$ cat src/rtl/dma_prog_seq_pkg.sv
// Shared definitions for the DMA channel programming sequencer: channel instruction codes,
// control-field layout and FSM state encoding.
package dma_prog_seq_pkg;

  localparam logic [2:0] INS_LDCTRL = 3'b000;
  localparam logic [2:0] INS_RDCTRL = 3'b001;
  localparam logic [2:0] INS_RDWORD = 3'b010;
  localparam logic [2:0] INS_RDADDR = 3'b011;
  localparam logic [2:0] INS_REINIT = 3'b100;
  localparam logic [2:0] INS_LDADDR = 3'b101;
  localparam logic [2:0] INS_LDWORD = 3'b110;
  localparam logic [2:0] INS_STEP   = 3'b111;
  // RDADDR has no side effects on the channel, so it doubles as the idle code.
  localparam logic [2:0] INS_NOP    = INS_RDADDR;

  localparam int unsigned CTRL_DEC_BIT  = 2;
  localparam int unsigned CTRL_MODE_MSB = 1;
  localparam int unsigned CTRL_MODE_LSB = 0;

  localparam logic [1:0] MODE_WORDS_DOWN = 2'b00;
  localparam logic [1:0] MODE_WORDS_UP   = 2'b01;
  localparam logic [1:0] MODE_ADDR_CMP   = 2'b10;
  localparam logic [1:0] MODE_FREE_RUN   = 2'b11;

  // Upper bits the channel returns alongside the control field on RDCTRL.
  localparam logic [4:0] RDCTRL_TAG = 5'b11111;

  localparam logic [3:0] StIdle   = 4'd0;
  localparam logic [3:0] StLdCtrl = 4'd1;
  localparam logic [3:0] StRdCtrl = 4'd2;
  localparam logic [3:0] StLdAddr = 4'd3;
  localparam logic [3:0] StLdWord = 4'd4;
  localparam logic [3:0] StReinit = 4'd5;
  localparam logic [3:0] StStep   = 4'd6;
  localparam logic [3:0] StRdAddr = 4'd7;
  localparam logic [3:0] StRdWord = 4'd8;
  localparam logic [3:0] StFin    = 4'd9;

endpackage

$ cat src/rtl/dma_prog_seq.sv
// Host-side programming sequencer for one DMA channel: loads and verifies the channel setup,
// issues one STEP per ready request until the channel reports done, then reads back final state.
module dma_prog_seq
  import dma_prog_seq_pkg::*;
#(
  parameter int unsigned MAX_STEPS = 256
) (
  input  logic       clk,
  input  logic       reset,
  input  logic       start,
  input  logic       abort,
  input  logic [2:0] cfg_ctrl,
  input  logic [7:0] cfg_addr,
  input  logic [7:0] cfg_words,
  input  logic       req,
  input  logic       ch_done,
  input  logic [7:0] ch_dout,
  output logic [2:0] ch_instr,
  output logic [7:0] ch_din,
  output logic       busy,
  output logic       finished,
  output logic       err,
  output logic [7:0] final_addr,
  output logic [7:0] final_words,
  output logic [8:0] step_cnt
);

  localparam logic [8:0] StepLast = 9'(MAX_STEPS - 1);

  logic [3:0] state_q, state_d;
  logic [2:0] ctrl_q;
  logic [7:0] addr_q, words_q;
  logic [2:0] instr_d;
  logic [7:0] din_d;
  logic       err_d;
  logic [7:0] final_addr_d, final_words_d;
  logic [8:0] step_cnt_d;
  logic       step_issued;
  logic       abortable;

  // ch_instr is registered, so a STEP is only on the bus when the previous cycle chose it.
  assign step_issued = (state_q == StStep) && (ch_instr == INS_STEP);
  assign abortable   = (state_q != StIdle) && (state_q != StFin);
  assign busy        = (state_q != StIdle);
  assign finished    = (state_q == StFin);

  always_comb begin
    state_d       = state_q;
    err_d         = err;
    step_cnt_d    = step_cnt;
    final_addr_d  = final_addr;
    final_words_d = final_words;
    case (state_q)
      StIdle: begin
        if (start) begin
          state_d    = StLdCtrl;
          err_d      = 1'b0;
          step_cnt_d = '0;
        end
      end
      StLdCtrl: state_d = StRdCtrl;
      StRdCtrl: begin
        if (ch_dout != {RDCTRL_TAG, ctrl_q}) begin
          err_d   = 1'b1;
          state_d = StFin;
        end else begin
          state_d = StLdAddr;
        end
      end
      StLdAddr: state_d = StLdWord;
      StLdWord: state_d = StReinit;
      StReinit: state_d = StStep;
      StStep: begin
        if (step_issued) begin
          step_cnt_d = step_cnt + 9'd1;
          if (ch_done) begin
            state_d = StRdAddr;
          end else if (step_cnt == StepLast) begin
            err_d   = 1'b1;
            state_d = StRdAddr;
          end
        end
      end
      StRdAddr: begin
        final_addr_d = ch_dout;
        state_d      = StRdWord;
      end
      StRdWord: begin
        final_words_d = ch_dout;
        state_d       = StFin;
      end
      StFin:   state_d = StIdle;
      default: state_d = StIdle;
    endcase

    // Abort overrides any capture or step decision made this cycle; the step count stands.
    if (abort && abortable) begin
      state_d       = StFin;
      err_d         = 1'b1;
      final_addr_d  = final_addr;
      final_words_d = final_words;
    end
  end

  always_comb begin
    instr_d = INS_NOP;
    din_d   = '0;
    case (state_d)
      StLdCtrl: begin
        instr_d = INS_LDCTRL;
        // Only reached from IDLE on the start edge, before ctrl_q holds the new value.
        din_d   = {5'b0, cfg_ctrl};
      end
      StRdCtrl: instr_d = INS_RDCTRL;
      StLdAddr: begin
        instr_d = INS_LDADDR;
        din_d   = addr_q;
      end
      StLdWord: begin
        instr_d = INS_LDWORD;
        din_d   = words_q;
      end
      StReinit: instr_d = INS_REINIT;
      StStep:   instr_d = req ? INS_STEP : INS_NOP;
      StRdWord: instr_d = INS_RDWORD;
      default:  instr_d = INS_NOP;
    endcase
  end

  always_ff @(posedge clk) begin
    if (reset) begin
      state_q     <= StIdle;
      ctrl_q      <= '0;
      addr_q      <= '0;
      words_q     <= '0;
      ch_instr    <= INS_NOP;
      ch_din      <= '0;
      err         <= 1'b0;
      final_addr  <= '0;
      final_words <= '0;
      step_cnt    <= '0;
    end else begin
      state_q     <= state_d;
      ch_instr    <= instr_d;
      ch_din      <= din_d;
      err         <= err_d;
      final_addr  <= final_addr_d;
      final_words <= final_words_d;
      step_cnt    <= step_cnt_d;
      if ((state_q == StIdle) && start) begin
        ctrl_q  <= cfg_ctrl;
        addr_q  <= cfg_addr;
        words_q <= cfg_words;
      end
    end
  end

endmodule

$ cat config.mk
export PLATFORM = sky130hd
export DESIGN_NAME = dma_prog_seq
export DESIGN_NICKNAME = d
export VERILOG_FILES = /design/src/rtl/dma_prog_seq_pkg.sv /design/src/rtl/dma_prog_seq.sv
export SDC_FILE = /design/constraint.sdc
export NUM_CORES = 1
export LEC_CHECK = 0
export CORE_ASPECT_RATIO = 1.5
export CORE_MARGIN = 2
export CORE_UTILIZATION = 49
export CTS_BUF_LIST = sky130_fd_sc_hd__clkbuf_4
export DETAILED_ROUTE_END_ITERATION = 8
export GPL_TIMING_DRIVEN = 0
export PLACE_DENSITY = 0.86
export SLEW_MARGIN = 20
export SYNTH_ARGS = -nofsm -noshare
export SYNTH_HDL_FRONTEND = slang
export SYNTH_SLANG_ARGS = --single-unit
$ cat constraint.sdc
create_clock -name clk -period 2.88 [get_ports clk]
set_input_delay 0.432 -clock clk [delete_from_list [all_inputs] [get_ports clk]]
set_output_delay 0.432 -clock clk [all_outputs]
set_load 0.005 [all_outputs]
# After elaboration in Yosys (flattened, before gate mapping)

Cells that the tools add are included.

Register bits after elaboration: 60
Input port bits: 33
Word-level logic and storage cells: 71

$add $sub $neg: 1
Equality and inequality tests: 27
Mux-type cells: 20
Bitwise operators: 1
Reductions and logical operators: 12

Operator list:

| operator                                              | number |
|---|---|
| case mux 4 bit (9 select lines)                       | 1 |
| equality test 4 x 3 -> 1 bit, second input constant   | 7 |
| 2-to-1 mux 4 bit                                      | 6 |
| case mux 8 bit (3 select lines)                       | 1 |
| case mux 3 bit (7 select lines)                       | 1 |
| 2-to-1 mux 9 bit                                      | 2 |
| case mux 9 bit (2 select lines)                       | 1 |
| equality test 4 x 2 -> 1 bit, second input constant   | 4 |
| equality test 4 bit, second input constant            | 3 |
| adder 9 x 1 -> 9 bit, second input constant           | 1 |
| equality test 9 x 8 -> 1 bit, second input constant   | 1 |
| equality test 4 x 1 -> 1 bit, second input constant   | 2 |
| inequality test 8 bit                                 | 1 |
| nonzero test 4 bit                                    | 2 |
| 2-to-1 mux 1 bit                                      | 6 |
| inequality test 3 x 2 -> 1 bit, second input constant | 2 |
| inequality test 3 bit, second input constant          | 2 |
| AND reduction 6 bit                                   | 1 |
| logical AND 1 bit                                     | 4 |
| logical NOT 4 bit                                     | 1 |
| inequality test 2 bit, second input constant          | 2 |
| inequality test 4 bit, second input constant          | 1 |
| AND reduction 2 bit                                   | 2 |
| equality test 3 bit, second input constant            | 1 |
| 6 further kinds                                       | 6 |

# Depth between registers and ports, before layout

Word-level depth: 8
Gate-level depth with buffers: 11

# Least setup slack after synthesis

No wires, ideal clock.

Path type: register -> register
From: reg step_cnt[0]
To: reg ch_din[0]
Setup time: 91 ps
Arrival: 2,276 ps
Slack: 513 ps
Stages on the path, launching flop included: 11
Path through: dfxtp_1 > ha_1 > nand3_1 > nor2_1 > ha_1 > nor2_1 > or3_1 > and2_4 > nor4b_4 > nand3_1 > a311oi_1

Word-level cells in the longest chain between the ends: 8

RTL lines:

| what                                                       | RTL line            | text |
|---|---|---|
| from (decl)                                                | dma_prog_seq.sv:25  | `output logic [8:0] step_cnt` |
| from (signal assigned)                                     | dma_prog_seq.sv:149 | `step_cnt <= step_cnt_d;` |
| equality test 9 x 8 -> 1 bit (*)                           | dma_prog_seq.sv:78  | `end else if (step_cnt == StepLast) begin` |
| 2-to-1 mux 4 bit (*)                                       | dma_prog_seq.sv:78  |  |
| 2-to-1 mux 4 bit (*)                                       | dma_prog_seq.sv:76  | `if (ch_done) begin` |
| 2-to-1 mux 4 bit (*)                                       | dma_prog_seq.sv:74  | `if (step_issued) begin` |
| case mux 4 bit (9 select lines) (*)                        | dma_prog_seq.sv:53  | `case (state_q)` |
| 2-to-1 mux 4 bit (*)                                       | dma_prog_seq.sv:97  | `if (abort && abortable) begin` |
| equality test 4 x 3 -> 1 bit, or another cell as far along | dma_prog_seq.sv:108 | `case (state_d)` |
| case mux 8 bit (3 select lines) (*)                        | dma_prog_seq.sv:108 |  |
| to (signal assigned)                                       | dma_prog_seq.sv:145 | `ch_din <= din_d;` |
| to (decl)                                                  | dma_prog_seq.sv:19  | `output logic [7:0] ch_din,` |

Every way passes the cells marked *; elsewhere a longest branch is shown, timed or not.
A chain may end at the register's enable or synchronous reset.

# Worst setup path in the final report

From: reg step_cnt[0]
To: reg ch_din[2]

Same word-level chain as after synthesis.

==> run_summary.xml <==
<?xml version="1.0" encoding="UTF-8"?>
<metrics>
  <group name="run_status">
    <metric name="run_status" unit="">complete, no violations</metric>
  </group>
  <group name="die">
    <metric name="die-height" unit="µm">92.0</metric>
    <metric name="dieWidth" unit="µm">62.7</metric>
    <metric name="floorplan.rows" unit="">32</metric>
    <metric name="io_pins" unit="">72</metric>
    <metric name="floorplan.die_area" unit="mm²">0.00577</metric>
    <metric name="design.core.area" unit="mm²">0.00504</metric>
    <metric name="starting_density_of_the_core" unit="%">50.2</metric>
  </group>
  <group name="worst_setup_path">
    <metric name="cp_top_family" unit="">simple AND/OR/NAND/NOR gates</metric>
    <metric name="worst_path_largest_cell_delay" unit="ns">0.41</metric>
    <metric name="critical_path_depth" unit="">11</metric>
    <metric name="worstReg2RegStart" unit="">step_cnt[0]</metric>
    <metric name="crit_path_start_kind" unit="">register</metric>
    <metric name="slowest_stage" unit="">sky130_fd_sc_hd__dfxtp_1</metric>
    <metric name="critPathCaptureType" unit="">register</metric>
    <metric name="timing.critical_path.required" unit="ns">3.16</metric>
    <metric name="startpoint" unit="">step_cnt[0]</metric>
    <metric name="worst_ep_arrival_time" unit="ns">2.83</metric>
    <metric name="cp.buffers_inverters" unit="">1</metric>
    <metric name="worstPathCellList" unit="">ha_1 -&gt; nand3_1 -&gt; nor2_1 -&gt; ha_1 -&gt; nor2_1 -&gt; or3_1 -&gt; and2_4 -&gt; nor4b_4 -&gt; buf_4 -&gt; nand3_1 -&gt; a311oi_1</metric>
    <metric name="cp_max_fo" unit="">8</metric>
    <metric name="rr_worst_depth" unit="">11</metric>
    <metric name="critPathKind" unit="">register to register</metric>
  </group>
  <group name="power_and_ir_drop">
    <metric name="vdd.ir_drop.worst" unit="mV">0.391</metric>
    <metric name="pwr_density_cell" unit="mW/mm²">622</metric>
    <metric name="power.total" unit="mW">2.18</metric>
    <metric name="p_leak" unit="nW">1.24</metric>
  </group>
  <group name="routing">
    <metric name="post_drt_via_cell_ratio" unit="">5.41</metric>
    <metric name="wire_per_inst" unit="µm">14.4</metric>
    <metric name="detail-route-antenna-nets" unit="">0</metric>
    <metric name="drt_drc_violations_left" unit="">0</metric>
    <metric name="first_pass_iters" unit="">4</metric>
    <metric name="drt_iter0_markers" unit="">146</metric>
    <metric name="dr_total_vias" unit="">2450</metric>
    <metric name="totalWireLength" unit="µm">6540</metric>
  </group>
  <group name="timing">
    <metric name="tightestPinTransition" unit="ns">0.725</metric>
    <metric name="timing.final.max_slew_violations" unit="">0</metric>
    <metric name="timing.final.crit_share" unit="%">88.3</metric>
    <metric name="setup_repair_after_global_routing_missed_its_margin" unit="">no</metric>
    <metric name="timing.final.ws_setup" unit="ns">0.336</metric>
    <metric name="timing.final.hold_violations" unit="">0</metric>
    <metric name="setup_tns" unit="ns">0</metric>
    <metric name="worst_slew_margin_rel" unit="%">51.6</metric>
    <metric name="clock-skew-final" unit="ns">0.00872</metric>
    <metric name="final-setup-viol-count" unit="">0</metric>
    <metric name="final.min_clock_period" unit="ns">2.54</metric>
    <metric name="timing.fmax" unit="MHz">393</metric>
  </group>
  <group name="finish">
    <metric name="final_design_area_no_fill" unit="mm²">0.00350</metric>
    <metric name="final_layout_size_suffix_gt1_share" unit="%">6.75</metric>
    <metric name="finalCoreUtilization" unit="%">69.4</metric>
    <metric name="syn2layout_area_growth" unit="%">38.3</metric>
    <metric name="fillerInstances" unit="">408</metric>
    <metric name="nNetsFinal" unit="">416</metric>
    <metric name="n_antenna_cell" unit="">0</metric>
  </group>
  <group name="logic_synthesis">
    <metric name="synth_area_per_cell" unit="µm²">8.49</metric>
    <metric name="post-synth-top-area-fraction" unit="%">47.5</metric>
    <metric name="synth_sequential_area_ratio" unit="%">47.5</metric>
    <metric name="netlist_instances" unit="">298</metric>
    <metric name="synth_area" unit="mm²">0.00253</metric>
    <metric name="netlist_top_cells_area" unit="">sky130_fd_sc_hd__dfxtp_1 47%, sky130_fd_sc_hd__nand2_1 7.4%, sky130_fd_sc_hd__mux2i_1 6.3%, sky130_fd_sc_hd__nor2_1 6.1%, sky130_fd_sc_hd__a21oi_1 5.1%</metric>
    <metric name="synth_warnings" unit="">0</metric>
    <metric name="synth_edf_count" unit="">0</metric>
    <metric name="ys_seq_elements" unit="">60</metric>
    <metric name="synth_ff_type" unit="">sky130_fd_sc_hd__dfxtp_1</metric>
    <metric name="cell_type_contributing_the_most_total_cell_area_after_synthesis" unit="">sky130_fd_sc_hd__dfxtp_1</metric>
    <metric name="ys_async_sr_fraction" unit="%">0</metric>
    <metric name="post_synth_num_cell_types" unit="">41</metric>
    <metric name="synth_nets" unit="">333</metric>
  </group>
  <group name="clock_network">
    <metric name="clockRootBuffer" unit="">sky130_fd_sc_hd__clkbuf_4</metric>
    <metric name="cts_hold_repair_buffers" unit="">0</metric>
    <metric name="h-tree-depth" unit="">3</metric>
    <metric name="clockBufferDepth" unit="">2</metric>
    <metric name="cts_sinks" unit="">60</metric>
    <metric name="tritoncts" unit="">done</metric>
    <metric name="clkTransAtPathRegs" unit="ns">0.10</metric>
    <metric name="clk_latency" unit="ns">0.39</metric>
    <metric name="cts_inserted_buffers" unit="">9</metric>
  </group>
  <group name="global_route">
    <metric name="first_global_vias" unit="">2298</metric>
    <metric name="grt_start_max_net_pins" unit="">11</metric>
    <metric name="global_route.usage.total" unit="%">24.2</metric>
    <metric name="overflow" unit="">0</metric>
    <metric name="antenna_found_initial" unit="">0</metric>
    <metric name="first_pass_grt_wire_length" unit="µm">10900</metric>
  </group>
  <group name="hold_path">
    <metric name="worst_hold_path.num_cells" unit="">2</metric>
    <metric name="holdCritStartpoint" unit="">addr_q[7]</metric>
    <metric name="type_of_the_tightest_min_delay_check" unit="">register to register</metric>
  </group>
  <group name="place">
    <metric name="dp_hpwl" unit="µm">4620</metric>
    <metric name="detailedPlace.worstSlack" unit="ns">-0.101</metric>
    <metric name="routabilityCongestion" unit="">0.850</metric>
    <metric name="dpl_cell_area" unit="mm²">0.00331</metric>
    <metric name="port_buffers" unit="">69</metric>
  </group>
  <group name="job">
    <metric name="timing.max_cap.violations" unit="">0</metric>
  </group>
</metrics>
==> registers in the layout, indices dropped and copies added (netlist names) <==
| name | flops |
|---|---|
| step_cnt | 9 |
| final_addr | 8 |
| ch_din | 8 |
| ch_instr | 3 |
| addr_q | 8 |
| err | 1 |
| ctrl_q | 3 |
| final_words | 8 |
| words_q | 8 |
| state_q | 4 |
==> path summary, 6_finish.rpt <==
| path | endpoint | slack, ns |
|---|---|---|
| worst max-delay path | ch_din[2] | 0.34 |
| worst min-delay path | addr_q[7] | 0.46 |
| worst max register to register | ch_din[2] | 0.34 |
| worst min register to register | addr_q[7] | 0.46 |
==> kinds of logic (layout without fill, tap and decap cells) <==
logic type                 count (synthesis)  in the layout  share of synthesized area [%]
xor gates and xnor gates                  10             10                           3.46
adders and majority gates                  3              3                           1.38
DFF                                       60             60                           47.5
buffers and inverters                     23            110                           3.56
muxes                                     16             16                           6.33
AOI/OAI and AO/OA                         50             50                           12.4
and+or+nand+nor                          136            136                           25.4
==> cell type report <==
cell class | count | area, µm² | area share [%]
Buffer | 20 | 78.8 | 2.25
Clock buffer | 9 | 67.6 | 1.93
Clock inverter | 6 | 104 | 2.97
Inverter | 3 | 11.3 | 0.322
Multi-Input combinational cell | 215 | 1240 | 35.4
Sequential cell | 60 | 1200 | 34.3
Tap cell | 68 | 85.1 | 2.43
Timing Repair Buffer | 72 | 713 | 20.4
==> layer usage <==
layer / GRT usage, % / share of wire [%]
met1: 27.9 / 39
met4: 10.6 / 3.0
met3: 4.79 / 5.3
met5: 0 / 0
met2: 42.9 / 53
==> worst min-delay path, stage by stage (launching register included) <==
cell and delay, ns:
sky130_fd_sc_hd__dfxtp_1 0.32, sky130_fd_sc_hd__nand2_1 0.05, sky130_fd_sc_hd__a21oi_1 0.05
==> where the power goes <==
| group | switching [mW] | total, mW | internal [mW] |
|---|---|---|---|
| clock | 0.292 | 0.721 | 0.429 |
| combinational | 0.288 | 0.523 | 0.235 |
| sequential | 0.0390 | 0.932 | 0.894 |
| total | 0.619 | 2.18 | 1.56 |
==> cell usage in the layout, fill, tap and decap left out, types with 2 or more instances in the layout <==
cell                               n
sky130_fd_sc_hd__a32oi_1           5
sky130_fd_sc_hd__nor4_1            3
sky130_fd_sc_hd__xor2_1            7
sky130_fd_sc_hd__nand2b_1          2
sky130_fd_sc_hd__a311oi_1          3
sky130_fd_sc_hd__a21oi_1          26
sky130_fd_sc_hd__clkbuf_4          9
sky130_fd_sc_hd__nor2_1           41
sky130_fd_sc_hd__bufinv_16         3
sky130_fd_sc_hd__buf_4             3
sky130_fd_sc_hd__nand3b_1          2
sky130_fd_sc_hd__a21boi_0          2
sky130_fd_sc_hd__inv_1             3
sky130_fd_sc_hd__clkbuf_1         16
sky130_fd_sc_hd__nor3b_1           4
sky130_fd_sc_hd__o21ai_0           5
sky130_fd_sc_hd__dfxtp_1          60
sky130_fd_sc_hd__nand2_1          50
sky130_fd_sc_hd__nand4_1           3
sky130_fd_sc_hd__nor3_1           11
sky130_fd_sc_hd__and2_1            3
sky130_fd_sc_hd__mux2i_1          16
sky130_fd_sc_hd__ha_1              2
sky130_fd_sc_hd__or3_1             2
sky130_fd_sc_hd__o211ai_1          3
sky130_fd_sc_hd__clkdlybuf4s50_1  69
sky130_fd_sc_hd__nand3_1           6
sky130_fd_sc_hd__a31oi_1           2
sky130_fd_sc_hd__xnor2_1           3
sky130_fd_sc_hd__buf_2             3
sky130_fd_sc_hd__clkinv_2          2
==> synth_stat cells (3+ instances only) <==
master                     count
sky130_fd_sc_hd__dfxtp_1      60
sky130_fd_sc_hd__o21ai_0       5
sky130_fd_sc_hd__nor3b_1       4
sky130_fd_sc_hd__clkbuf_1     16
sky130_fd_sc_hd__a21oi_1      26
sky130_fd_sc_hd__buf_2         3
sky130_fd_sc_hd__nor3_1       11
sky130_fd_sc_hd__mux2i_1      16
sky130_fd_sc_hd__nand4_1       3
sky130_fd_sc_hd__o211ai_1      3
sky130_fd_sc_hd__a311oi_1      3
sky130_fd_sc_hd__nand3_1       6
sky130_fd_sc_hd__and2_1        3
sky130_fd_sc_hd__nor2_1       41
sky130_fd_sc_hd__nand2_1      50
sky130_fd_sc_hd__nor4_1        3
sky130_fd_sc_hd__inv_1         3
sky130_fd_sc_hd__a32oi_1       5
sky130_fd_sc_hd__xor2_1        7
sky130_fd_sc_hd__xnor2_1       3
==> per-stage QoR <==
step	instances	hold slack (ns)
finish	453	0.462
global route	453	0.478
CTS	450	0.462
detailed placement	435	0.449
global placement	435	0.443
floorplan	298	0.436
==> repair_timing <==
action                                  CTS  global route
setup buffers                             0             3
resized for setup                         0             0
endpoints found under the setup margin    0             3
(Power assumes the default switching activity.)
